<file path="src/rtl/spi_cfg_pkg.sv">
// Shared definitions for the SPI configuration master: frame layout, FSM
// state encoding and the peripheral register map.
package spi_cfg_pkg;

   localparam int FRAME_W     = 16;
   localparam int WR_FLAG_POS = FRAME_W - 1;
   localparam int ADDR_W      = 7;
   localparam int DATA_W      = 8;
   localparam int NUM_REQ     = 2;

   // State encoding kept as plain constants; the enum mirrors it for debug visibility.
   typedef logic [2:0] spi_state_t;
   localparam spi_state_t ST_IDLE  = 3'd0;
   localparam spi_state_t ST_SETUP = 3'd1;
   localparam spi_state_t ST_SHIFT = 3'd2;
   localparam spi_state_t ST_HOLD  = 3'd3;
   localparam spi_state_t ST_GAP   = 3'd4;

   typedef enum logic [2:0] {
      S_IDLE  = ST_IDLE,
      S_SETUP = ST_SETUP,
      S_SHIFT = ST_SHIFT,
      S_HOLD  = ST_HOLD,
      S_GAP   = ST_GAP
   } spi_state_e;

   localparam logic [ADDR_W-1:0] EN_OUT_LO = 7'h00;
   localparam logic [ADDR_W-1:0] EN_OUT_HI = 7'h01;
   localparam logic [ADDR_W-1:0] EN_PWM_LO = 7'h02;
   localparam logic [ADDR_W-1:0] EN_PWM_HI = 7'h03;
   localparam logic [ADDR_W-1:0] PWM_DUTY  = 7'h04;

   function automatic logic [FRAME_W-1:0] build_frame(input logic [ADDR_W-1:0] addr,
                                                      input logic [DATA_W-1:0] data);
      return {1'b1, addr, data};
   endfunction

endpackage

</file>
<file path="src/rtl/spi_cfg_master_tick.sv">
// Half-period tick generator: one-cycle tick every CLK_DIV enabled cycles,
// counter held at zero while disabled.
module spi_tick_gen #(
   parameter int CLK_DIV = 4
) (
   input  logic clk,
   input  logic rst,
   input  logic en,
   output logic tick
);

   localparam logic [7:0] DIV_LAST = 8'(CLK_DIV - 1);

   logic [7:0] cnt;

   always_ff @(posedge clk) begin
      if (rst || !en) begin
         cnt <= 8'd0;
      end else if (cnt == DIV_LAST) begin
         cnt <= 8'd0;
      end else begin
         cnt <= cnt + 8'd1;
      end
   end

   assign tick = en && (cnt == DIV_LAST);

endmodule

</file>
<file path="src/rtl/spi_cfg_master.sv">
// Two-requester SPI mode-0 write master: round-robin arbitration in IDLE,
// then one 16-bit {write flag, addr, data} frame shifted out MSB first.
module spi_cfg_master
   import spi_cfg_pkg::*;
#(
   parameter int CLK_DIV = 4,
   parameter int CS_GAP  = 4
) (
   input  logic        clk,
   input  logic        rst,
   input  logic [1:0]  req_valid,
   input  logic [13:0] req_addr,
   input  logic [15:0] req_data,
   output logic [1:0]  req_ready,
   output logic        ncs,
   output logic        sclk,
   output logic        copi,
   output logic        busy,
   output logic        done,
   output logic        done_id,
   output spi_state_e  state_dbg
);

   localparam logic [7:0] GAP_LAST = 8'(CS_GAP - 1);

   spi_state_t         state;
   logic               rr_ptr;
   logic               cur_id;
   logic               phase;
   logic [3:0]         bit_cnt;
   logic [3:0]         next_bit;
   logic [7:0]         gap_cnt;
   logic [FRAME_W-1:0] frame;
   logic [FRAME_W-1:0] new_frame;
   logic [1:0]         grant;
   logic               grant_id;
   logic               accept;
   logic               tick;
   logic               tick_en;
   logic [6:0]         sel_addr;
   logic [7:0]         sel_data;

   // Handshake: requester i is accepted on a cycle where req_valid[i] and
   // req_ready[i] are both high; ready is only offered in IDLE, to the single
   // round-robin winner, so a valid dropped before ready is simply never granted.
   always_comb begin
      grant_id = rr_ptr;
      if (!req_valid[rr_ptr] && req_valid[~rr_ptr]) begin
         grant_id = ~rr_ptr;
      end
      grant     = req_valid & (2'b01 << grant_id);
      req_ready = ((state == ST_IDLE) && !rst) ? grant : 2'b00;
      accept    = |req_ready;
      sel_addr  = grant_id ? req_addr[13:7] : req_addr[6:0];
      sel_data  = grant_id ? req_data[15:8] : req_data[7:0];
      new_frame = build_frame(sel_addr, sel_data);
      next_bit  = bit_cnt - 4'd1;
      tick_en   = (state == ST_SETUP) || (state == ST_SHIFT) || (state == ST_HOLD);
      busy      = (state != ST_IDLE) && !rst;
      state_dbg = spi_state_e'(state);
   end

   spi_tick_gen #(.CLK_DIV(CLK_DIV)) u_tick (
      .clk  (clk),
      .rst  (rst),
      .en   (tick_en),
      .tick (tick)
   );

   always_ff @(posedge clk) begin
      if (rst) begin
         state   <= ST_IDLE;
         rr_ptr  <= 1'b0;
         cur_id  <= 1'b0;
         phase   <= 1'b0;
         bit_cnt <= 4'd0;
         gap_cnt <= 8'd0;
         frame   <= '0;
         ncs     <= 1'b1;
         sclk    <= 1'b0;
         copi    <= 1'b0;
         done    <= 1'b0;
         done_id <= 1'b0;
      end else begin
         done <= 1'b0;
         case (state)
            ST_IDLE: begin
               if (accept) begin
                  frame   <= new_frame;
                  cur_id  <= grant_id;
                  rr_ptr  <= ~grant_id;
                  bit_cnt <= 4'd15;
                  phase   <= 1'b0;
                  ncs     <= 1'b0;
                  sclk    <= 1'b0;
                  copi    <= new_frame[WR_FLAG_POS];
                  state   <= ST_SETUP;
               end
            end
            ST_SETUP: begin
               if (tick) begin
                  state <= ST_SHIFT;
               end
            end
            ST_SHIFT: begin
               // phase 0 = sclk low half, phase 1 = sclk high half of bit_cnt
               if (tick) begin
                  if (!phase) begin
                     sclk  <= 1'b1;
                     phase <= 1'b1;
                  end else begin
                     sclk  <= 1'b0;
                     phase <= 1'b0;
                     if (bit_cnt == 4'd0) begin
                        copi  <= 1'b0;
                        state <= ST_HOLD;
                     end else begin
                        bit_cnt <= next_bit;
                        copi    <= frame[next_bit];
                     end
                  end
               end
            end
            ST_HOLD: begin
               if (tick) begin
                  ncs     <= 1'b1;
                  done    <= 1'b1;
                  done_id <= cur_id;
                  gap_cnt <= 8'd0;
                  state   <= ST_GAP;
               end
            end
            ST_GAP: begin
               if (gap_cnt == GAP_LAST) begin
                  state <= ST_IDLE;
               end else begin
                  gap_cnt <= gap_cnt + 8'd1;
               end
            end
            default: begin
               state <= ST_IDLE;
            end
         endcase
      end
   end

endmodule

</file>
<file path="config.mk">
export PLATFORM = sky130hd
export DESIGN_NAME = spi_cfg_master
export DESIGN_NICKNAME = d
export VERILOG_FILES = /design/src/rtl/spi_cfg_pkg.sv /design/src/rtl/spi_cfg_master_tick.sv /design/src/rtl/spi_cfg_master.sv
export SDC_FILE = /design/constraint.sdc
export NUM_CORES = 1
export LEC_CHECK = 0
export ABC_AREA = 1
export ABC_CLOCK_PERIOD_IN_PS = 2100
export CAP_MARGIN = 20
export CORE_AREA = 2 2 87 89
export CTS_BUF_LIST = sky130_fd_sc_hd__clkbuf_8
export CTS_CLUSTER_SIZE = 8
export DETAILED_ROUTE_END_ITERATION = 6
export DIE_AREA = 0 0 89 91
export PLACE_DENSITY_LB_ADDON = 0.25
export SYNTH_ARGS = -nofsm -noshare
export SYNTH_HDL_FRONTEND = slang
export SYNTH_SLANG_ARGS = --single-unit
</file>
<file path="constraint.sdc">
create_clock -name clk -period 2.1 [get_ports clk]
set_input_delay 0.525 -clock clk [delete_from_list [all_inputs] [get_ports clk]]
set_output_delay 0.525 -clock clk [all_outputs]
set_load 0.01 [all_outputs]
</file>
# After elaboration in Yosys (flattened, before gate mapping)
# Cells that the tools add are included.
[word_totals]
register_bits = 46
input_bits = 34
out_inout_bits = 11
wordCells = 103
[classes]
addsub = 3
order_cmp = 3
eq_ne = 15
shifts = 1
muxes = 38
n_bitwise = 4
n_reduce_logical = 27
[ops]
columns = ["operator", "count"]
rows = [
  ["$mux W8", 3],
  ["$mux W3", 7],
  ["$add A8 B1 Y8 const B", 2],
  ["$eq A8 B2 Y1 const B", 2],
  ["$mux W4", 4],
  ["$ne A2 B2 Y1 const B", 8],
  ["$pmux W8 S2", 1],
  ["$mux W1", 15],
  ["$pmux W3 S5", 1],
  ["$reduce_and A3 Y1", 3],
  ["$pmux W4 S2", 1],
  ["$mux W7", 1],
  ["$reduce_and A7 Y1", 1],
  ["$eq A3 B2 Y1 const B", 2],
  ["$pmux W1 S2", 3],
  ["$reduce_bool A2 Y1", 3],
  ["$reduce_or A2 Y1", 3],
  ["$lt A4 B5 Y1 const B", 1],
  ["$reduce_and A5 Y1", 1],
  ["$bmux W1 S4", 1],
  ["$logic_and A1 B1 Y1", 4],
  ["$logic_not A4 Y1", 1],
  ["$lt A1 B2 Y1 const B", 2],
  ["$reduce_and A2 Y1", 2],
  ["13 further kinds", 19],
]

# Depth between registers and ports, before layout
# Gate-level depths: netlist of run 1.
[depth]
word_depth = 11
ltp_mapped = 12
ltp_nobuf = 11

# Cells and area by module
# Synthesis of run 1 repeated with hierarchy kept, for this count alone.
[unflattened]
hier_cells = 373
area_unflattened_um2 = 2452.4
[by_module_without_submodules]
columns = ["module", "instances", "cells_each", "area_per_inst_um2", "seq_area_each_um2"]
rows = [
  ["spi_cfg_master", 1, 305, 1990.7, 760.7],
  ["spi_tick_gen", 1, 68, 461.7, 160.2],
]

# Worst setup path before layout of run 1
# OpenSTA, ideal clock, no wires.
[synth_path]
path_type = "input -> output"
startpoint = "in rst"
endpoint = "out req_ready[1]"
t_arrival_ns = 1.278
required_ns = 1.575
path_slack_ns = 0.297
path_stages = 7
path_buffers = 2
path_cell_list = "buf_2 -> inv_2 -> nand3_4 -> inv_2 -> nand2_2 -> clkinv_2 -> buf_6"
[synth_via]
elab_chain_len = 3
[synth_rtl]
columns = ["item", "line", "text"]
rows = [
  ["from (decl)", "spi_cfg_master.sv:10", "input logic rst,"],
  ["$logic_not A1 Y1", "spi_cfg_master.sv:52", "req_ready = ((state == ST_IDLE) && !rst) ? grant : 2'b00;"],
  ["$logic_and A1 B1 Y1", "spi_cfg_master.sv:52", ""],
  ["$mux W2", "spi_cfg_master.sv:52", ""],
  ["to (decl)", "spi_cfg_master.sv:14", "output logic [1:0] req_ready,"],
]
# No other way between the ends.

# Worst setup path after layout of run 1
[layout_path]
startpoint = "in req_valid[0]"
endpoint = "out req_ready[1]"
[layout_via]
elab_chain_len = 8
elab_cells_between_ends = 10
classes_between = "shift: 1; mux: 6; bitwise: 1; reduce/logical: 2"
[layout_rtl]
columns = ["item", "line", "text"]
rows = [
  ["from (decl)", "spi_cfg_master.sv:11", "input logic [1:0] req_valid,"],
  ["$mux W1 (implied by the code) (2 in series)", "spi_cfg_master.sv:48", "if (!req_valid[rr_ptr] && req_valid[~rr_ptr]) begin"],
  ["$logic_not A1 Y1", "spi_cfg_master.sv:48", ""],
  ["$logic_and A1 B1 Y1 (*)", "spi_cfg_master.sv:48", ""],
  ["$mux W1 (*)", "spi_cfg_master.sv:48", ""],
  ["$shl A1 B1 Y2 (*)", "spi_cfg_master.sv:51", "grant = req_valid & (2'b01 << grant_id);"],
  ["$and A2 B2 Y2 (*)", "spi_cfg_master.sv:51", ""],
  ["$mux W2 (*)", "spi_cfg_master.sv:52", ""],
]
# Every way passes the cells marked *; elsewhere a longest branch is shown, timed or not. The select of a mux whose other input is x is not followed.

==> results.tsv, run 1 <==
metric	value	unit
status	completed	
non-filler cells, final	517	
detailed-route vias per instance	4.56	
Sw Ratio	40.1	%
most frequent cells in the layout	nand2_1, dfxtp_1, clkdlybuf4s50_1	
synthesis warning total	0	
Cell Area, Synth	2440	µm²
Slew Limit Fails	0	
Worst path depth	7	
vias in the first global route	2189	
Die W	89	µm
sequential power share	35.3	%
Worst-Margin Slew	354	ps
Netlist cell types	36	
Top delay family on crit path	buffers and inverters	
CP Cell Sequence	clkdlybuf4s50_1, nand2_2, inv_2, nor2_1, nand2_2, clkinv_2, clkdlybuf4s15_2	
Worst Path Buf+Inv	4	
Main synth FF type	dfxtp_1	
hold crit path type	flop to flop	
first-pass GRT wire length	9600	µm
internal power	1.88	mW
fin worst setup slack	87.1	ps
fin crit period	2010	ps
Clock transition at path regs	80	ps
FILL cells	759	
Worst-Skew Late Latency	310	ps
pre-CTS setup slack	-384	ps
fin crit share	95.9	%
core area	7140	µm²
Worst Setup Path Type	input port to output port	
via count	2357	
H-tree depth	2	
setup TNS	0	ps
Final GP Congestion	0.782	
hold slack	455	ps
max-cap viol count	0	
Placed Cells	507	
hold buffer count at CTS	0	
Synthesized Nets	394	
ANT nets after route	0	
num rows	31	
CTS buffer count	5	
CP endpoint kind	output port	
Synth Register Bits	46	
main area contributors after synthesis	dfxtp_1, nand2_1, nor2_1, nand3_1, inv_1	
Clock Tree Root	clkbuf_8	
DRC Markers	0	
sw power	1.26	mW
final setup vio count	0	
endpoints failing hold	0	
fmax	497	MHz
most used cell, CP	nand2_2	
die height	91	µm
initial antenna violation count	0	
r2r startpoint	u_tick.cnt[0]	
Worst IR Drop VDD	0.346	mV
area grow syn2layout	29.4	%
CTS tree	built	
Synth area leader	dfxtp_1	
total power density per cell area	992	nW/µm²
Clock Power Share	18.4	%
worst hold start	u_tick.cnt[0]	
# clock sinks	46	
r2r setup slk	520	ps
RSZ-0062 raised after global routing	false	
Port Buffer Count	44	
sequential-to-total area share from yosys stat	37.7	%
drt pass-1 iters	4	
GRT Total Usage	14.8	%
most common cell after layout, fill and taps aside	nand2_1	
Post-Syn Area per Cell	6.84	µm²
Synth top area share	37.7	%
Post-synth EDFFs	0	
fin nets	454	
Layout Skew	8.54	ps
Antenna Cells	0	
initial core utilization	34.2	%
hold endpoint	u_tick.cnt[0]	
Top Ports	45	
slew margin rel.	76.3	%
Worst R2R Path Depth	10	
largest fanout on the critical path	2	
clk buf depth	2	
post-DP HPWL	4320	µm
Hold Path Depth	1	
per-cell routed wire length	10.9	µm
CP required	1570	ps
total grt overflow	0	
ys async rst share	0	%
R2R Path End	bit_cnt[1]	
DRT Wirelength	5620	µm
Detailed Route Iter0 Violations	98	
Worst setup SP type	input port	
cells after synthesis	357	
Comb power frac	46.4	%
Critical Path AT	1490	ps
Die ar.	8100	µm²
largest net degree at the start of global routing	27	
CP peak stage delay	410	ps
CP max-delay cell	clkdlybuf4s50_1	
layout cells sized above 1	14.1	%
leakage power	1.32	nW
Critical Path Start	req_valid[0]	
-- metal layers --
layer / wire (µm) / GRT usage (%) / vias to the layer above
met5: 0 / 0 / -
met4: 70 / 4.60 / 0
met3: 266 / 3.36 / 5
met2: 2540 / 24.6 / 54
met1: 2740 / 18.7 / 1036
li1: - / - / 1262
-- kinds of logic after synthesis --
| family | Yosys count | synth area share, % |
|---|---|---|
| DFF | 46 | 37.7 |
| and+or+nand+nor | 211 | 39.9 |
| adders and majority gates | 3 | 1.54 |
| AOI/OAI and AO/OA | 43 | 10.8 |
| xor gates and xnor gates | 3 | 1.08 |
| buffers and inverters | 51 | 9.06 |
-- registers in the layout, indices dropped and copies added (netlist names) --
register and cells:
frame 16, gap_cnt 8, u_tick.cnt 8, bit_cnt 4, state_dbg 3, copi 1, cur_id 1, done 1
done_id 1, ncs 1, phase 1, rr_ptr 1
-- worst max path at each step --
stage / slack [ps] / end
after floorplan: 300 / req_ready[1]
after global placement: -360 / req_ready[1]
after detailed placement: -380 / req_ready[1]
after CTS: 80 / req_ready[1]
after global routing: 10 / busy
final: 90 / req_ready[1]
-- metrics by stage --
stage	util (%)	instance area, µm²	power (mW)
floorplan	-	2440	2.13
global placement	42.9	3060	2.55
detailed placement	42.9	3060	2.57
CTS	44.1	3150	3.14
global route	44.3	3160	3.39
finish	44.3	3160	3.14
-- Yosys cell counts, types with 3 or more instances --
cell type and instances:
o21ai_0 6, nor2_4 3, buf_6 3, or2_2 3
nand4_1 4, nor3_1 3, nand3_1 28, nand2_4 4
dfxtp_1 46, a21oi_1 14, nor2_1 38, nand2_2 4
inv_1 32, inv_2 9, ha_1 3, nand2_1 112
a31oi_1 16, buf_2 3
-- worst reg2reg max path, delay by kind of cell (launching register included) --
family | cells | cell delay [ps]
and+or+nand+nor | 8 | 760
DFF | 1 | 360
AOI/OAI and AO/OA | 1 | 150
adders and majority gates | 1 | 210
-- power groups by stage --
stage,registers [mW],logic [mW],clock network [mW]
3_5_place_dp,1.13,1.44,0
4_1_cts,1.11,1.44,0.592
2_1_floorplan,1.13,1.00,0
3_3_place_gp,1.13,1.43,0
6_report,1.11,1.45,0.576
5_1_grt,1.13,1.65,0.616
-- timing repair --
| item | in CTS | in global routing |
|---|---|---|
| endpoints found under the hold margin | 0 | 0 |
| pin swaps | 0 | 1 |
| resized for setup | 10 | 0 |
| setup endpoints to repair | 3 | 1 |
| setup buffers | 0 | 2 |
-- cell type report --
cell class / count / area (µm²) / share of cell area [%]
clock buffers: 6 / 82.6 / 2.61
clock inverters: 2 / 8.76 / 0.277
multi-input cells: 260 / 1300 / 41.1
flip-flops and latches: 46 / 921 / 29.1
well taps: 99 / 124 / 3.92
repair buffers: 61 / 561 / 17.7
inverters: 43 / 165 / 5.22
Note: power is estimated with default switching activity, not from simulation.
==> run 2: changes to the inputs <==
--- a/config.mk
+++ b/config.mk
@@ -13,7 +13,9 @@
 export CTS_CLUSTER_SIZE = 8
 export DETAILED_ROUTE_END_ITERATION = 6
 export DIE_AREA = 0 0 89 91
+export DONT_BUFFER_PORTS = 1
 export PLACE_DENSITY_LB_ADDON = 0.25
+export SETUP_SLACK_MARGIN = 0.1
 export SYNTH_ARGS = -nofsm -noshare
 export SYNTH_HDL_FRONTEND = slang
 export SYNTH_SLANG_ARGS = --single-unit
==> results.tsv, run 2 (synthesized netlist as in run 1, its figures left out) <==
metric	value	unit	change
fin crit share	90.9	%	was 95.9%
Die W	89	µm	unchanged
GRT Total Usage	13.7	%	was 14.8%
CP required	1570	ps	about the same
pre-CTS setup slack	411	ps	was -384 ps
Slew Limit Fails	0		unchanged
fmax	524	MHz	was 497 MHz
RSZ-0062 raised after global routing	false		unchanged
largest fanout on the critical path	17		was 2
most common cell after layout, fill and taps aside	nand2_1		unchanged
Most flops, register	frame		unchanged
ANT nets after route	0		unchanged
Top Ports	45		unchanged
final setup vio count	0		unchanged
max FFs per register	16		unchanged
largest net degree at the start of global routing	29		was 27
Post CTS Setup Buffer Count	0		unchanged
CP endpoint kind	output port		unchanged
die height	91	µm	unchanged
DRC Markers	0		unchanged
post-DP HPWL	3990	µm	was 4320 µm
initial antenna violation count	0		unchanged
Final GP Congestion	0.776		was 0.782
FILL cells	818		was 759
fin nets	398		was 454
total power density per cell area	1090	nW/µm²	was 992 nW/µm²
placed cell areas	2550	µm²	was 3060 µm²
Worst setup SP type	flop		was input port
Clock Tree Root	clkbuf_8		unchanged
via count	2167		was 2357
fin util	36.9	%	was 44.3%
hold buffer count at CTS	0		unchanged
max-cap viol count	0		unchanged
CTS resizes	0		was 10
Worst IR Drop VDD	0.450	mV	was 0.346 mV
Clock transition at path regs	80	ps	about the same
drt pass-1 iters	4		unchanged
clk buf depth	2		unchanged
setup TNS	0	ps	unchanged
DRT Wirelength	5230	µm	was 5620 µm
slew margin rel.	74.1	%	was 76.3%
Worst-Skew Late Latency	300	ps	was 310 ps
Layout Skew	10.8	ps	was 8.54 ps
Worst-Margin Slew	387	ps	was 354 ps
most frequent cells in the layout	nand2_1, dfxtp_1, nor2_1		was nand2_1, dfxtp_1, clkdlybuf4s50_1
Worst Setup Path Type	flop to output port		was input port to output port
initial core utilization	34.2	%	unchanged
vias in the first global route	1984		was 2189
Port Buffer Count	0		was 44
total grt overflow	0		unchanged
Antenna Cells	0		unchanged
H-tree depth	2		unchanged
status	completed		unchanged
detailed-route vias per instance	4.71		was 4.56
hold crit path type	input port to flop		was flop to flop
num rows	31		unchanged
Die ar.	8100	µm²	unchanged
CTS tree	built		unchanged
total power	2.87	mW	was 3.14 mW
# clock sinks	46		unchanged
layout cells sized above 1	12.5	%	was 14.1%
per-cell routed wire length	11.4	µm	was 10.9 µm
final instance area	2630	µm²	was 3160 µm²
leakage power	1.08	nW	was 1.32 nW
fin crit period	1910	ps	was 2010 ps
endpoints failing hold	0		unchanged
area grow syn2layout	7.68	%	was 29.4%
CTS buffer count	5		unchanged
Detailed Route Iter0 Violations	82		was 98
fin worst setup slack	191	ps	was 87.1 ps
core area	7140	µm²	unchanged
first-pass GRT wire length	8900	µm	was 9600 µm
Largest regs	frame (16), gap_cnt (8), u_tick.cnt (8)		unchanged
Critical Path AT	1380	ps	was 1490 ps
run 2: cell count changes in the layout (fill, tap and decap cells not counted):
cell / before / now
dfxtp_1: 46 / 45
dlygate4sd2_1: 3 / 0
buf_2: 1 / 0
clkinv_2: 2 / 0
clkinvlp_4: 0 / 1
clkdlybuf4s50_1: 39 / 0
clkdlybuf4s15_2: 1 / 0
dfxtp_2: 0 / 1
clkbuf_8: 6 / 5
inv_4: 1 / 2
buf_4: 17 / 5
run 2: power breakdown:
group / switching [mW] / internal, mW
Clock: 0.289 / 0.224
Sequential: 0.125 / 1.01
Combinational: 0.785 / 0.436
run 2: critical path, cell delays in order, from the launching register on:
cell and delay, ps:
dfxtp_1 410, nor2_8 210, nand3_4 120, inv_2 100
nand2_2 80, inv_4 170
run 2: layout make-up:
| cell class | count | area, µm² | area share [%] |
|---|---|---|---|
| flip-flops and latches | 46 | 922 | 35.0 |
| multi-input cells | 260 | 1300 | 49.5 |
| clock inverters | 2 | 11.3 | 0.428 |
| repair buffers | 5 | 37.5 | 1.43 |
| inverters | 43 | 166 | 6.32 |
| well taps | 99 | 124 | 4.71 |
| clock buffers | 5 | 68.8 | 2.62 |
run 2: worst paths after layout:
| check | startpoint | end | slack (ps) | depth (start not counted) |
|---|---|---|---|---|
| setup reg to reg | u_tick.cnt[0] | u_tick.cnt[6] | 520 | 6 |
| hold / removal | rst | frame[11] | 290 | 1 |
| setup / recovery | state_dbg[0] | req_ready[1] | 190 | 5 |
| hold reg to reg | u_tick.cnt[0] | u_tick.cnt[0] | 450 | 1 |
run 2: metal layers:
metal  vias up  part of all wire (%)  global-route usage, %
met5         -                     0                      0
met4         0                  0.42                   2.61
met3         2                   6.8                   4.73
met2        50                    43                   20.8
met1       966                    50                   19.0
li1       1149                     -                      -
run 2: per-stage QoR:
step | hold WS [ps] | std cells
2_1_floorplan | 418 | 357
3_3_place_gp | 431 | 453
3_5_place_dp | 436 | 453
4_1_cts | 276 | 460
5_1_grt | 264 | 460
6_report | 285 | 460
